### config.mk
export PLATFORM = sky130hd
export DESIGN_NAME = nibble_serial_adder_ctrl
export DESIGN_NICKNAME = d
export VERILOG_FILES = /design/src/rtl/nibble_serial_adder_pkg.sv /design/src/rtl/nibble_serial_adder_ctrl.sv
export SDC_FILE = /design/constraint.sdc
export NUM_CORES = 1
export LEC_CHECK = 0
export CORE_MARGIN = 5
export CORE_UTILIZATION = 29
export DETAILED_ROUTE_END_ITERATION = 8
export PLACE_DENSITY = 0.58
export SLEW_MARGIN = 20
export SYNTH_ARGS = -nofsm -noshare
export SYNTH_HDL_FRONTEND = slang
export SYNTH_SLANG_ARGS = --single-unit
### constraint.sdc
create_clock -name clk -period 1.6 [get_ports clk]
set_input_delay 0.16 -clock clk [delete_from_list [all_inputs] [get_ports clk]]
set_output_delay 0.16 -clock clk [all_outputs]
set_load 0.05 [all_outputs]
### src/rtl/nibble_serial_adder_pkg.sv
// Shared types and sizing helpers for the nibble-serial add/subtract sequencer.
package nibble_serial_adder_pkg;

    typedef enum logic [1:0] {IDLE, RUN, DONE} state_t;

    localparam int NIBBLE_W = 4;

    function automatic int cnt_width(input int nibbles);
        return $clog2(nibbles + 1);
    endfunction

endpackage

### src/rtl/nibble_serial_adder_ctrl.sv
// Wide add/subtract sequenced LSB-nibble-first through one external 4-bit adder.
module nibble_serial_adder_ctrl
    import nibble_serial_adder_pkg::*;
#(
    parameter int NIBBLES = 4
) (
    input  logic                      clk,
    input  logic                      rst_n,
    input  logic                      in_valid,
    output logic                      in_ready,
    input  logic [NIBBLE_W*NIBBLES-1:0] in_a,
    input  logic [NIBBLE_W*NIBBLES-1:0] in_b,
    input  logic                      in_cin,
    input  logic                      in_sub,
    output logic [NIBBLE_W-1:0]       add_a,
    output logic [NIBBLE_W-1:0]       add_b,
    output logic                      add_ci,
    input  logic [NIBBLE_W-1:0]       add_sum,
    input  logic                      add_co,
    output logic                      out_valid,
    input  logic                      out_ready,
    output logic [NIBBLE_W*NIBBLES-1:0] out_sum,
    output logic                      out_co,
    output logic                      out_ovf
);

    localparam int W  = NIBBLE_W * NIBBLES;
    localparam int CW = cnt_width(NIBBLES);
    localparam logic [CW-1:0] LAST = CW'(NIBBLES - 1);

    state_t          state, state_nxt;
    logic [CW-1:0]   cnt;
    logic            carry;
    logic [W-1:0]    a_q, b_q, sum_q;
    logic            a_msb, b_msb;
    logic            accept, last;
    logic [W+3:0]    sum_cat;
    logic [W-1:0]    sum_next;

    assign accept   = in_valid && in_ready;
    assign last     = (state == RUN) && (cnt == LAST);
    // Concatenate then drop the low nibble so NIBBLES=1 needs no special case.
    assign sum_cat  = {add_sum, sum_q};
    assign sum_next = sum_cat[W+3:4];

    always_ff @(posedge clk or negedge rst_n) begin
        if (!rst_n) state <= IDLE;
        else        state <= state_nxt;
    end

    always_comb begin
        state_nxt = state;
        case (state)
            IDLE:    if (accept)    state_nxt = RUN;
            RUN:     if (last)      state_nxt = DONE;
            DONE:    if (out_ready) state_nxt = IDLE;
            default:                state_nxt = IDLE;
        endcase
    end

    always_comb begin
        in_ready = (state == IDLE);
        add_a    = '0;
        add_b    = '0;
        add_ci   = 1'b0;
        if (state == RUN) begin
            add_a  = a_q[NIBBLE_W-1:0];
            add_b  = b_q[NIBBLE_W-1:0];
            add_ci = carry;
        end
    end

    always_ff @(posedge clk or negedge rst_n) begin
        if (!rst_n) begin
            cnt   <= '0;
            carry <= 1'b0;
            a_q   <= '0;
            b_q   <= '0;
            sum_q <= '0;
            a_msb <= 1'b0;
            b_msb <= 1'b0;
        end else if (accept) begin
            cnt   <= '0;
            carry <= in_sub ? 1'b1 : in_cin;
            a_q   <= in_a;
            b_q   <= in_sub ? ~in_b : in_b;
            sum_q <= '0;
            a_msb <= in_a[W-1];
            b_msb <= in_sub ? ~in_b[W-1] : in_b[W-1];
        end else if (state == RUN) begin
            cnt   <= cnt + 1'b1;
            carry <= add_co;
            a_q   <= a_q >> NIBBLE_W;
            b_q   <= b_q >> NIBBLE_W;
            sum_q <= sum_next;
        end
    end

    // Result registers load on the final capture and hold until consumed.
    always_ff @(posedge clk or negedge rst_n) begin
        if (!rst_n) begin
            out_valid <= 1'b0;
            out_sum   <= '0;
            out_co    <= 1'b0;
            out_ovf   <= 1'b0;
        end else if (last) begin
            out_valid <= 1'b1;
            out_sum   <= sum_next;
            out_co    <= add_co;
            out_ovf   <= (a_msb == b_msb) && (add_sum[NIBBLE_W-1] != a_msb);
        end else if (state == DONE && out_ready) begin
            out_valid <= 1'b0;
            out_sum   <= '0;
            out_co    <= 1'b0;
            out_ovf   <= 1'b0;
        end
    end

endmodule

### Yosys cells after proc, flatten, opt, wreduce, memory -nomap -nowiden

Index checks and enable logic that the tools add are counted.

* reduce and logical (&&, ||, !) cells: 8
* muxes and demuxes: 26
* $add $sub $neg: 1
* bitwise logic cells: 2
* equal/unequal tests: 8

Operators by type and width (number)
* 16-bit two-way mux: 9
* 16-bit inverter: 1
* 1-bit two-way mux: 9
* 4-bit two-way mux: 2
* 2-bit two-way mux: 3
* 3-bit two-way mux: 2
* 2-bit case mux with 3 select lines: 1
* 1-bit logical AND: 4
* 2-bit inequality test (second input constant): 2
* 2-bit nonzero test: 2
* 3-bit by 1-bit adder with 3-bit output (second input constant): 1
* 3-bit by 2-bit == test with 1-bit output (second input constant): 1
* 3-bit AND reduction: 1
* 2-bit by 1-bit == test with 1-bit output (second input constant): 1
* 2-bit == test (second input constant): 1
* 2-bit zero test: 1
* 2-bit by 1-bit inequality test with 1-bit output (second input constant): 1
* 1-bit == test: 1
* 1-bit inequality test: 1
* 1-bit inverter: 1

* output and inout port bits: 29
* word-level logic and storage cells: 57
* register bits: 75
* input port bits: 43

### Logic depth before layout (Yosys ltp)

* depth after elaboration: 4
* depth in mapped cells: 7
* gate-level depth less buffers: 5

### Worst setup path before layout

Ideal clock, no wire load.

* path kind: register to register
* start: register cnt[0]
* end: register out_sum[10]
* arrival: 1.574 ns
* setup time: 0.067 ns
* period minus slack after synthesis: 1.641 ns
* cell stages (with the launch flop): 8
* required time: 1.533 ns
* slack: -0.041 ns
* buffers on the path: 2
* cell sequence: dfrtp_1 ha_1 ha_1 and3b_1 buf_6 a31oi_4 buf_6 a22o_1

* word-level cells in the longest chain between the ends: 3
* elaborated cells between the ends (all ways): 4
* those cells by class: eq/ne (1); mux (1); reduce/logical (2)

Ends and longest elaborated chain
* start, declared: line nibble_serial_adder_ctrl.sv:32 `logic [CW-1:0] cnt;`
* start signal, assigned: line nibble_serial_adder_ctrl.sv:91 `cnt <= cnt + 1'b1;`
* 3-bit by 2-bit == test with 1-bit output (*): line nibble_serial_adder_ctrl.sv:41 `assign last = (state == RUN) && (cnt == LAST);`
* 1-bit logical AND (*): line nibble_serial_adder_ctrl.sv:41
* 16-bit two-way mux or 2-bit nonzero test (tied branches)
* end signal, assigned: line nibble_serial_adder_ctrl.sv:108 `out_sum <= sum_next;`
* end, declared: line nibble_serial_adder_ctrl.sv:22 `output logic [NIBBLE_W*NIBBLES-1:0] out_sum,`

Mark *: on every way between the ends. The rest lies on a longest branch, timed or not.
A chain may end at the register's enable or synchronous reset.

### Final worst setup path

* start: register state[1]
* end: output port in_ready

* word-level cells in the longest chain between the ends: 1

Ends and longest elaborated chain
* start, declared: line nibble_serial_adder_ctrl.sv:31 `state_t state, state_nxt;`
* start signal, assigned: line nibble_serial_adder_ctrl.sv:48 `else state <= state_nxt;`
* 2-bit zero test: line nibble_serial_adder_ctrl.sv:62 `in_ready = (state == IDLE);`
* end, declared: line nibble_serial_adder_ctrl.sv:10 `output logic in_ready,`

No other way between the ends.

==> results by group <==
Power
  – PD cells: 2110 nW/um^2
  – Maximum ir drop on the vdd rail: ~0.85 mV
  – Leak Pwr: approximately 2.1 nW
  – Post-layout total power: between 9 and 10 mW

Global route
  – Global router's overall resource usage: 12.6%
  – Largest net degree at the start of global routing: ~70
  – Grt met1 use: 17.4%
  – Antenna violations before repair: 0
  – Routing layer with the top usage in global route: met2
  – Global-route wire length before repair: 13,200 um
  – Global-route congestion overflow total: 0
  – Grt met3 use: slightly below 3%
  – GR met2 Demand/Resource: about 19%
  – Number of global-route vias before repair: around 2,600

Synth
  – Number of distinct library cells after synthesis: 30
  – Number of flops mapped to enable cells by yosys: 0
  – Total nets after synthesis: approximately 360
  – Synthesized area divided by synthesized cell count: approximately 10 um^2
  – Count of mapped cells out of synthesis: ~320
  – Number of flip-flops and latches in the synthesized netlist: around 70
  – Synth Warn #: 0
  – Sequential element share of the synthesized area: between 50% and 60%
  – Combined area of all synthesized cells: between 3000 and 4000 um^2
  – Proportion of synthesized flip-flops having asynchronous set or reset: 100%
  – Primary flip-flop cell chosen by synthesis mapping: dfrtp_1

STA
  – Setup violators final: 0
  – Final worst clock skew: roughly 0.0085 ns
  – Fmax: 0.650 GHz
  – Least-Margin Pin Slew: 0.429 ns
  – Hold violation count in the final report: 0
  – Pins Over Slew Limit: 0
  – Post-route worst hold slack: 0.378 ns
  – Rel. slew slack: 71.3%
  – Unrepaired setup endpoints after global routing: yes
  – Time the worst path needs with I/O delays and setup: approximately 1.5 ns
  – Final worst path period share: between 90 and 100%

Setup path
  – Endpoint class of the critical path: output port
  – Largest fanout of any net on the critical path: 10
  – Worst R2R Setup Slack: ~0.07 ns
  – Timing startpoint of the critical path: state[1]
  – Data arrival time of the critical path: between 1 and 1.5 ns
  – Critical setup path kind: reg2out
  – Startpoint kind of the worst setup timing path: flop
  – Beginning of the worst register-to-register path: cnt[0]
  – Endpoint required time on the critical path: about 1.4 ns
  – R2R cell count: 6
  – Reg-to-reg endpoint: out_sum[14]

Place
  – Final HPWL DP: roughly 5400 um
  – Last weighted congestion value of the routability-driven placer: 0.757
  – I/O Buffers: 71
  – Area of placed instances: 4220 um^2

Floorplanning
  – Area of the die: roughly 13,000 um^2
  – Starting Density: slightly below 30%
  – Die height: about 110 um
  – Cell Rows: 38
  – Standard cell core area: between 10,000 and 15,000 um^2
  – Horizontal die dimension: between 100 and 150 um
  – Top Ports: a little over 70

Drt
  – Average vias per placed instance: 4.72
  – Number of search-and-repair iterations in the first detailed-routing pass: 4
  – Post-detailed-route count of antenna-violating nets: 0
  – Remaining routing DRC violations: 0
  – Post-Route WL: just over 8000 um
  – Count of vias placed by the detailed router: about 2,600
  – Average wire per cell in the routed design: 14.9 um
  – Starting DRT DRC Count: roughly 130

Min path
  – Type of the worst min-delay path: in2async

Run
  – Reported max-cap violation count: 0

Clocking
  – Clk_lat worst skew: approximately 0.33 ns
  – Largest buffer count on any clock path: 2
  – Deepest level of the CTS H-tree: 3
  – Clock tree from TritonCTS: built
  – Clock tree root buffer cell: clkbuf_8
  – Clock sink total: 71
  – Number of buffers created by CTS: 9
  – Worst-path clk slew: 0.08 ns

Final layout
  – Layout area overhead: 43.3%
  – Number of antenna repair diodes: 0
  – Core utilization of the finished layout: 42.3%
  – Fill cell instance count of the final layout: roughly 1,100
  – Non-Filler Cell Area, Final: 4560 um^2
  – Nets: about 450
  – Area of the multi-input gates: about 1300 um^2
  – Layout cells sized above 1: 21.8%
  – Register area: 1780 um^2

Status
  – Run status: finished clean
==> logic make-up after synthesis <==
logic type      after synthesis  share of synthesized area [%]
compound gates               78                           17.5
buf+inv                      28                           4.09
flops                        71                           55.8
fa+ha+maj                     2                          0.786
simple gates                123                           17.4
xor+xnor                     16                           4.40
==> power breakdown <==
group          leakage (nW)  switching [mW]  internal, mW
Clock                 0.112           0.673         0.961
Sequential            0.911           0.482          2.56
Combinational          1.06            2.83          2.12
Total                  2.09            3.99          5.64
==> how the worst max path moves through the flow <==
| stage | end |
|---|---|
| floorplan | add_a[2] |
| global route | in_ready |
| finish | in_ready |
| detailed placement | a_q[1] |
| global placement | carry |
| CTS | add_a[3] |
==> per-stage QoR <==
stage	cells	setup WS [ns]	setup TNS [ns]
finish	548	0.0604	0
global placement	523	0.0197	0
floorplan	318	0.00563	0
detailed placement	523	0.0209	0
global route	548	-0.0243	-0.109
CTS	542	0.00897	0
==> cell usage after synthesis (3+ instances only) <==
master	instances	share of area, %
dfrtp_1	71	56
a22o_1	18	5.0
nor2_1	7	0.83
a21oi_1	8	1.3
buf_2	8	1.3
a22oi_1	18	4.2
inv_1	3	0.35
a31oi_1	3	0.59
o21ai_0	18	2.8
nor2b_1	8	1.6
xnor2_1	9	2.5
o221ai_1	6	1.7
and2_1	9	1.8
xor2_1	7	1.9
clkbuf_1	13	1.5
nand2_1	73	8.6
nand3_1	21	3.3
==> state kept, by name (all words and copies together), names as in the netlist <==
register   count
a_q           16
b_q           16
out_sum       16
sum_q         12
cnt            3
state          2
a_msb          1
b_msb          1
carry          1
out_co         1
out_ovf        1
out_valid      1
==> routing by layer <==
layer  vias up  wire length [um]  part of all wire, %
met5         -                 0                    0
li1       1273                 -                    -
met4         0                87                  1.1
met3         7               452                  5.5
met1      1234              3810                   47
met2        70              3800                   47
==> layout by cell type, fill, tap and decap left out, types with 3 or more instances in the layout <==
master and count:
buf_4 37, inv_1 3, clkbuf_8 11, buf_12 15
clkdlybuf4s50_1 41, nand3_1 21, o221ai_1 6, a21oi_1 8
buf_6 4, a22oi_1 18, nor2_1 6, xor2_1 7
a31oi_1 3, nand2_1 73, o21ai_0 18, nor2b_1 7
dfrtp_1 70, xnor2_1 9, a22o_1 18, and2_4 8
==> layout make-up <==
class | count | share of cell area (%)
flip-flops and latches | 71 | 39.0
well taps | 140 | 3.84
repair buffers | 99 | 23.0
clock inverters | 5 | 1.76
inverters | 3 | 0.247
clock buffers | 11 | 3.32
multi-input cells | 219 | 28.9
==> what timing repair did <==
action / in CTS / in global routing
gates resized for setup: 9 / 7
cloned: 0 / 1
hold buffers: 1 / 0
endpoints found under the setup margin: 9 / 10
hold endpoints to repair: 71 / 0
pin swaps: 0 / 1
buffers inserted: 2 / 5
==> worst max-delay path, cell delays in order, from the launching register on <==
cell     delay, ns
dfrtp_2       0.44
buf_6         0.16
buf_4         0.18
nor2_4        0.12
buf_12        0.14
(Power assumes the default switching activity.)
